$ cat config.mk
export PLATFORM = sky130hd
export DESIGN_NAME = uart_image_loader
export DESIGN_NICKNAME = d
export VERILOG_FILES = /design/src/rtl/uart_image_loader_pkg.sv /design/src/rtl/uart_image_loader_uart_byte_rx.sv /design/src/rtl/uart_image_loader.sv
export SDC_FILE = /design/constraint.sdc
export NUM_CORES = 1
export LEC_CHECK = 0
export CORE_UTILIZATION = 30
export DETAILED_ROUTE_END_ITERATION = 8
export PLACE_DENSITY = 0.58
export SYNTH_ARGS = -nofsm -noshare
export SYNTH_HDL_FRONTEND = slang
export SYNTH_SLANG_ARGS = --single-unit
$ cat constraint.sdc
create_clock -name clk -period 2.06 [get_ports clk]
set_input_delay 0.206 -clock clk [delete_from_list [all_inputs] [get_ports clk]]
set_output_delay 0.206 -clock clk [all_outputs]
set_load 0.01 [all_outputs]
$ cat src/rtl/uart_image_loader_pkg.sv
// loader_pkg: constants and types shared by the UART image loader and the
// VGA display stage that reads the same frame buffer.
//   - FSM state enums for the loader and the byte receiver
//   - frame geometry (H_PIX, V_PIX, PIXELS, ADDR_W) and the frame header byte
//   - pixel field positions and a helper that assembles a pixel word
package loader_pkg;

    localparam int unsigned H_PIX  = 320;
    localparam int unsigned V_PIX  = 320;
    localparam int unsigned PIXELS = H_PIX * V_PIX;
    localparam int unsigned ADDR_W = 17;

    localparam logic [7:0] HEADER = 8'hA5;

    localparam int unsigned PIX_W = 12;
    localparam int unsigned R_LSB = 0;
    localparam int unsigned R_MSB = 3;
    localparam int unsigned G_LSB = 4;
    localparam int unsigned G_MSB = 7;
    localparam int unsigned B_LSB = 8;
    localparam int unsigned B_MSB = 11;

    typedef enum logic [1:0] {
        S_IDLE,
        S_HI,
        S_LO,
        S_DONE
    } state_t;

    typedef enum logic [1:0] {
        RX_IDLE,
        RX_START,
        RX_DATA,
        RX_STOP
    } rx_state_t;

    // High byte carries blue in its low nibble; low byte carries green:red.
    function automatic logic [PIX_W-1:0] pack_pixel(input logic [3:0] hi_nib,
                                                    input logic [7:0] lo_byte);
        logic [PIX_W-1:0] p;
        p = '0;
        p[B_MSB:B_LSB] = hi_nib;
        p[G_MSB:G_LSB] = lo_byte[7:4];
        p[R_MSB:R_LSB] = lo_byte[3:0];
        return p;
    endfunction

endpackage

$ cat src/rtl/uart_image_loader_uart_byte_rx.sv
// uart_byte_rx: 8N1 UART byte receiver with 2-FF input synchronizer,
// start-bit glitch rejection and stop-bit framing check.
// Ports:
//   clk        in   system clock
//   reset      in   synchronous active-high reset
//   rx         in   serial input, idle high, asynchronous to clk
//   byte_valid out  one-cycle strobe, byte_data valid
//   byte_data  out  received byte (LSB received first)
//   frame_err  out  one-cycle strobe when the stop bit is sampled low
module uart_byte_rx
    import loader_pkg::*;
#(
    parameter int unsigned CLKS_PER_BIT = 868
) (
    input  logic       clk,
    input  logic       reset,
    input  logic       rx,
    output logic       byte_valid,
    output logic [7:0] byte_data,
    output logic       frame_err
);

    localparam int unsigned HALF  = CLKS_PER_BIT / 2;
    localparam int unsigned CNT_W = $clog2(CLKS_PER_BIT + 1);
    localparam logic [CNT_W-1:0] CNT_HALF = CNT_W'(HALF - 1);
    localparam logic [CNT_W-1:0] CNT_FULL = CNT_W'(CLKS_PER_BIT - 1);

    rx_state_t        r_state;
    logic             r_rx_meta;
    logic             r_rx_sync;
    logic             r_rx_prev;
    logic [CNT_W-1:0] r_cnt;
    logic [2:0]       r_bit;
    logic [7:0]       r_shift;
    logic             r_valid;
    logic             r_ferr;

    always_ff @(posedge clk) begin
        if (reset) begin
            r_rx_meta <= 1'b1;
            r_rx_sync <= 1'b1;
            r_rx_prev <= 1'b1;
            r_state   <= RX_IDLE;
            r_cnt     <= '0;
            r_bit     <= '0;
            r_shift   <= '0;
            r_valid   <= 1'b0;
            r_ferr    <= 1'b0;
        end else begin
            r_rx_meta <= rx;
            r_rx_sync <= r_rx_meta;
            r_rx_prev <= r_rx_sync;
            r_valid   <= 1'b0;
            r_ferr    <= 1'b0;
            case (r_state)
                RX_IDLE: begin
                    // Edge-triggered so a line held low after a framing
                    // error does not immediately restart reception.
                    if (r_rx_prev && !r_rx_sync) begin
                        r_state <= RX_START;
                        r_cnt   <= '0;
                    end
                end
                RX_START: begin
                    if (r_cnt == CNT_HALF) begin
                        r_cnt <= '0;
                        r_bit <= '0;
                        r_state <= r_rx_sync ? RX_IDLE : RX_DATA;
                    end else begin
                        r_cnt <= r_cnt + 1'b1;
                    end
                end
                RX_DATA: begin
                    if (r_cnt == CNT_FULL) begin
                        r_cnt   <= '0;
                        r_shift <= {r_rx_sync, r_shift[7:1]};
                        if (r_bit == 3'd7) begin
                            r_state <= RX_STOP;
                        end else begin
                            r_bit <= r_bit + 1'b1;
                        end
                    end else begin
                        r_cnt <= r_cnt + 1'b1;
                    end
                end
                RX_STOP: begin
                    if (r_cnt == CNT_FULL) begin
                        r_cnt   <= '0;
                        r_state <= RX_IDLE;
                        if (r_rx_sync) begin
                            r_valid <= 1'b1;
                        end else begin
                            r_ferr <= 1'b1;
                        end
                    end else begin
                        r_cnt <= r_cnt + 1'b1;
                    end
                end
                default: r_state <= RX_IDLE;
            endcase
        end
    end

    assign byte_valid = r_valid;
    assign byte_data  = r_shift;
    assign frame_err  = r_ferr;

endmodule

$ cat src/rtl/uart_image_loader.sv
// uart_image_loader: receives a frame (header byte, then hi/lo byte per
// pixel in raster order) over UART and writes it into the frame-buffer
// BRAM write port.
// Ports:
//   clk        in   system clock
//   reset      in   synchronous active-high reset, aborts any frame
//   rx         in   UART serial input
//   bram_we    out  one-cycle write strobe per pixel
//   bram_addr  out  write address 0..PIXELS-1
//   bram_din   out  pixel {B[11:8], G[7:4], R[3:0]}
//   busy       out  frame in progress
//   frame_done out  one-cycle pulse after the last pixel write
//   err        out  sticky error (timeout / framing), cleared by next header
module uart_image_loader #(
    parameter int unsigned CLK_FREQ       = 100_000_000,
    parameter int unsigned BAUD           = 115_200,
    parameter int unsigned PIXELS         = loader_pkg::PIXELS,
    parameter int unsigned ADDR_W         = loader_pkg::ADDR_W,
    parameter logic [7:0]  HEADER         = loader_pkg::HEADER,
    parameter int unsigned TIMEOUT_CYCLES = 1_000_000
) (
    input  logic              clk,
    input  logic              reset,
    input  logic              rx,
    output logic              bram_we,
    output logic [ADDR_W-1:0] bram_addr,
    output logic [11:0]       bram_din,
    output logic              busy,
    output logic              frame_done,
    output logic              err
);
    import loader_pkg::*;

    localparam int unsigned CLKS_PER_BIT = CLK_FREQ / BAUD;
    localparam int unsigned TO_W = $clog2(TIMEOUT_CYCLES + 1);
    localparam logic [TO_W-1:0]   TO_LAST   = TO_W'(TIMEOUT_CYCLES - 1);
    localparam logic [ADDR_W-1:0] ADDR_LAST = ADDR_W'(PIXELS - 1);

    logic       w_byte_valid;
    logic [7:0] w_byte_data;
    logic       w_frame_err;

    uart_byte_rx #(
        .CLKS_PER_BIT(CLKS_PER_BIT)
    ) u_rx (
        .clk       (clk),
        .reset     (reset),
        .rx        (rx),
        .byte_valid(w_byte_valid),
        .byte_data (w_byte_data),
        .frame_err (w_frame_err)
    );

    state_t            r_state;
    logic [TO_W-1:0]   r_to_cnt;
    logic [3:0]        r_hi;
    logic              r_we;
    logic [ADDR_W-1:0] r_addr;
    logic [11:0]       r_din;
    logic              r_busy;
    logic              r_done;
    logic              r_err;

    always_ff @(posedge clk) begin
        if (reset) begin
            r_state  <= S_IDLE;
            r_to_cnt <= '0;
            r_hi     <= '0;
            r_we     <= 1'b0;
            r_addr   <= '0;
            r_din    <= '0;
            r_busy   <= 1'b0;
            r_done   <= 1'b0;
            r_err    <= 1'b0;
        end else begin
            r_we   <= 1'b0;
            r_done <= 1'b0;
            // Address advances in the cycle after the write strobe so the
            // strobe cycle presents the address actually written.
            if (r_we && (r_addr != ADDR_LAST)) begin
                r_addr <= r_addr + 1'b1;
            end
            case (r_state)
                S_IDLE: begin
                    r_to_cnt <= '0;
                    if (w_byte_valid && (w_byte_data == HEADER)) begin
                        r_err   <= 1'b0;
                        r_busy  <= 1'b1;
                        r_addr  <= '0;
                        r_state <= S_HI;
                    end
                end
                S_HI, S_LO: begin
                    // A byte arriving on the expiry cycle takes priority.
                    if (w_byte_valid) begin
                        r_to_cnt <= '0;
                        if (r_state == S_HI) begin
                            r_hi    <= w_byte_data[3:0];
                            r_state <= S_LO;
                        end else begin
                            r_we    <= 1'b1;
                            r_din   <= pack_pixel(r_hi, w_byte_data);
                            r_state <= (r_addr == ADDR_LAST) ? S_DONE : S_HI;
                        end
                    end else if (w_frame_err || (r_to_cnt == TO_LAST)) begin
                        r_err    <= 1'b1;
                        r_busy   <= 1'b0;
                        r_to_cnt <= '0;
                        r_state  <= S_IDLE;
                    end else begin
                        r_to_cnt <= r_to_cnt + 1'b1;
                    end
                end
                S_DONE: begin
                    r_done  <= 1'b1;
                    r_busy  <= 1'b0;
                    r_state <= S_IDLE;
                end
                default: r_state <= S_IDLE;
            endcase
        end
    end

    assign bram_we    = r_we;
    assign bram_addr  = r_addr;
    assign bram_din   = r_din;
    assign busy       = r_busy;
    assign frame_done = r_done;
    assign err        = r_err;

endmodule

==> metrics <==
Die Ht 120.2 um; DP HPWL 7.022 mm; status completed; crit path DAT 2260 ps; Post-Synthesis Cells 511; 1st-pass router iterations 4; Inserted Diodes 0; die area 14440 um2; Unique masters post-synth 63; total of max-cap violations 0; GP Congestion 0.8216; site row count 42; Worst Hold Class primary input to flop; DRC Markers 0; first-pass GRT wire length 16.86 mm; final hold slack 267.4 ps; Mapped Nets 526; Final Cell Area 5355 um2; Leak Pwr 0.001793 uW; cell family with most CP delay simple AND/OR/NAND/NOR gates; IO Pins 36; largest net degree at the start of global routing 38; fin. max-slew vios 0; clk_lat worst skew 340 ps; Clock Skew 8.997 ps; Vias/cell 5.135; Routed wire per std cell 13.18 um; yosys warns 0; H-tree levels 3; Post-synth EDFFs 0; sequential element share of the synthesized area 41.59%; Initial Util 31.13%; # setup viols final 0; number of nets still failing antenna checks after routing 0; Post-Layout Cell Count 754; TritonCTS clock tree yes; Total Routing Usage GR 14.26%; DRT iter0 DRCs 252; Area Overhead vs Synth 27.88%; clock root buffer master clkbuf_16; GR peak layer met2; final worst setup slack 45.83 ps; CP Capture Type flop; CP max FO 5; Syn Area/Cell 8.195 um2; fraction of registers with async set or reset after synthesis 0%; WL final 9.939 mm; Req. time, crit path 2310 ps; Max rail drop VDD 0.3439 mV; clock-pin slew on the worst setup and hold paths 70 ps; Slowest-stage cell, CP or4_4; biggest cell delay along the critical path 500 ps; die width 120.2 um; crit share post-route 97.78%; dpl cells 735; GR Util met1 18.49%; WS Path Type flop to flop; share of layout cells above drive strength 1 14.71%; Buf/Inv on CP 1; vias after detailed routing 3872; pre-CTS WS 1.836 ps; layout net count 588; CTS Buffer Depth 2; Final Hold Viols 0; cells along the critical path inv_2, ha_4, nand2b_4, or2_4, a211o_1, or4_4, o311ai_2; M3 GR Usage 3.850%; FILL cells 1361; RSZ-0062 raised after global routing yes; CP startpoint r_state[0]; antenna violations before repair 0; Num CTS Buffers 9; commonest cells after routing, fill and taps aside dfxtp_1, nand2_1, a21oi_1; Congestion Overflow GR 0; placed inst area 4943 um2; port buffer count 35; top_reg_cell synth dfxtp_1; commonest non-fill, non-tap cell in the layout dfxtp_1; CTS Hold Bufs 0; Yosys reg bits 87; core area 13450 um2; GRT met2 Usage 23.10%; Tmin final 2014 ps; TritonCTS Sinks 87; synthesized area 4188 um2; vias in the first global route 3662; Worst Max-Slew Pin Slew 593.5 ps; R2R Path Start r_state[0]; beginning of the worst hold path reset; Critical Path Source Type flop; FMAX 0.4965 GHz; power per cell area 673.1 nW/um2; worst rel slew slack 60.07%
registers in the layout, indices dropped and copies added, names as in the netlist, named ones only:
register,count
u_rx.byte_valid,1
u_rx.r_rx_prev,1
u_rx.byte_data,8
r_state,2
u_rx.r_rx_meta,1
busy,1
bram_din,12
err,1
bram_we,1
bram_addr,17
u_rx.r_state,1
r_hi,4
u_rx.r_cnt,10
u_rx.frame_err,1
frame_done,1
r_to_cnt,20
u_rx.r_bit,3
u_rx.r_rx_sync,1
final timing paths:
check | slack, ps | cells after the start | end
hold / removal | 270 | 2 | r_to_cnt[0]
setup / recovery | 50 | 7 | r_to_cnt[4]
setup reg to reg | 50 | 7 | r_to_cnt[4]
hold reg to reg | 420 | 1 | u_rx.r_rx_sync
what timing repair did:
item | 4_1_cts | 5_1_grt
setup buffers | 0 | 3
pin swaps | 0 | 7
hold endpoints to repair | 0 | 0
endpoints found under the setup margin | 2 | 16
resized for setup | 1 | 17
synth_stat cells, types with 2 or more instances:
| master | count | area (um2) |
|---|---|---|
| nor2b_1 | 6 | 37.54 |
| dfxtp_1 | 87 | 1742 |
| nand4_1 | 15 | 93.84 |
| clkbuf_1 | 17 | 63.81 |
| nor3_1 | 7 | 35.03 |
| nand2_1 | 82 | 307.8 |
| or2_2 | 5 | 31.28 |
| o21ai_0 | 20 | 100.1 |
| and3_1 | 9 | 56.30 |
| or3_1 | 10 | 62.56 |
| o211ai_1 | 2 | 15.01 |
| and4_1 | 3 | 26.28 |
| nor4_1 | 8 | 50.05 |
| ha_1 | 12 | 150.1 |
| or4_1 | 10 | 75.07 |
| a311oi_1 | 2 | 17.52 |
| nand4b_1 | 3 | 26.28 |
| nand3_1 | 27 | 135.1 |
| a211o_1 | 2 | 17.52 |
| and2_1 | 4 | 25.02 |
| nor4b_1 | 3 | 26.28 |
| o22ai_1 | 2 | 12.51 |
| xor2_1 | 7 | 61.31 |
| a31oi_1 | 6 | 37.54 |
| buf_2 | 4 | 20.02 |
| o31ai_1 | 5 | 37.54 |
| nand3b_1 | 4 | 30.03 |
| a21o_1 | 3 | 22.52 |
| xnor2_1 | 8 | 70.07 |
| a21oi_1 | 47 | 235.2 |
| mux2i_1 | 4 | 40.04 |
| nor4bb_1 | 3 | 30.03 |
| a211oi_1 | 4 | 30.03 |
| nor2_1 | 36 | 135.1 |
| inv_1 | 15 | 56.30 |
| a21boi_0 | 2 | 15.01 |
per-stage QoR:
| step | utilization (%) | TNS, ps | power [uW] |
|---|---|---|---|
| after floorplan | - | 0 | 1867 |
| after global placement | 36.75 | 0 | 1950 |
| after detailed placement | 36.75 | 0 | 1954 |
| after CTS | 39.03 | 0 | 3617 |
| after global routing | 39.81 | -63.00 | 3749 |
| final | 39.81 | 0 | 3604 |
metal layers:
layer,vias to the layer above,wire length [um]
met2,72,4759
met1,1824,4679
li1,1968,-
met5,-,0
met3,8,425
met4,0,74
area by class of cell:
type	instances	area [um2]	area share, %
Multi-Input combinational cell	385	2369	44.23
Sequential cell	87	1747	32.62
Timing Repair Buffer	74	650.6	12.15
Clock buffer	9	225.2	4.206
Tap cell	176	220.2	4.112
Clock inverter	7	81.33	1.519
Inverter	16	62.56	1.168
cells by family after synthesis:
logic type / after synthesis / synth area share [%]
AO/OA/AOI/OAI: 109 / 16.37
XOR/XNOR: 15 / 3.137
adder cells (fa/ha/maj): 12 / 3.585
buffers and inverters: 39 / 3.645
flip-flops: 87 / 41.59
multiplexers: 5 / 1.225
AND/OR/NAND/NOR: 244 / 30.45
report_power, final:
| part | internal, uW | switching (uW) |
|---|---|---|
| logic | 101 | 137 |
| clock network | 952 | 708 |
| registers | 1700 | 11.0 |
worst reg2reg max path, stage by stage, from the launching register on:
cell and delay (ps):
dfxtp_4 360, inv_2 50, ha_4 270, nand2b_4 60, or2_4 260, a211o_1 330
or4_4 500, o311ai_2 90
(Power assumes the default switching activity.)
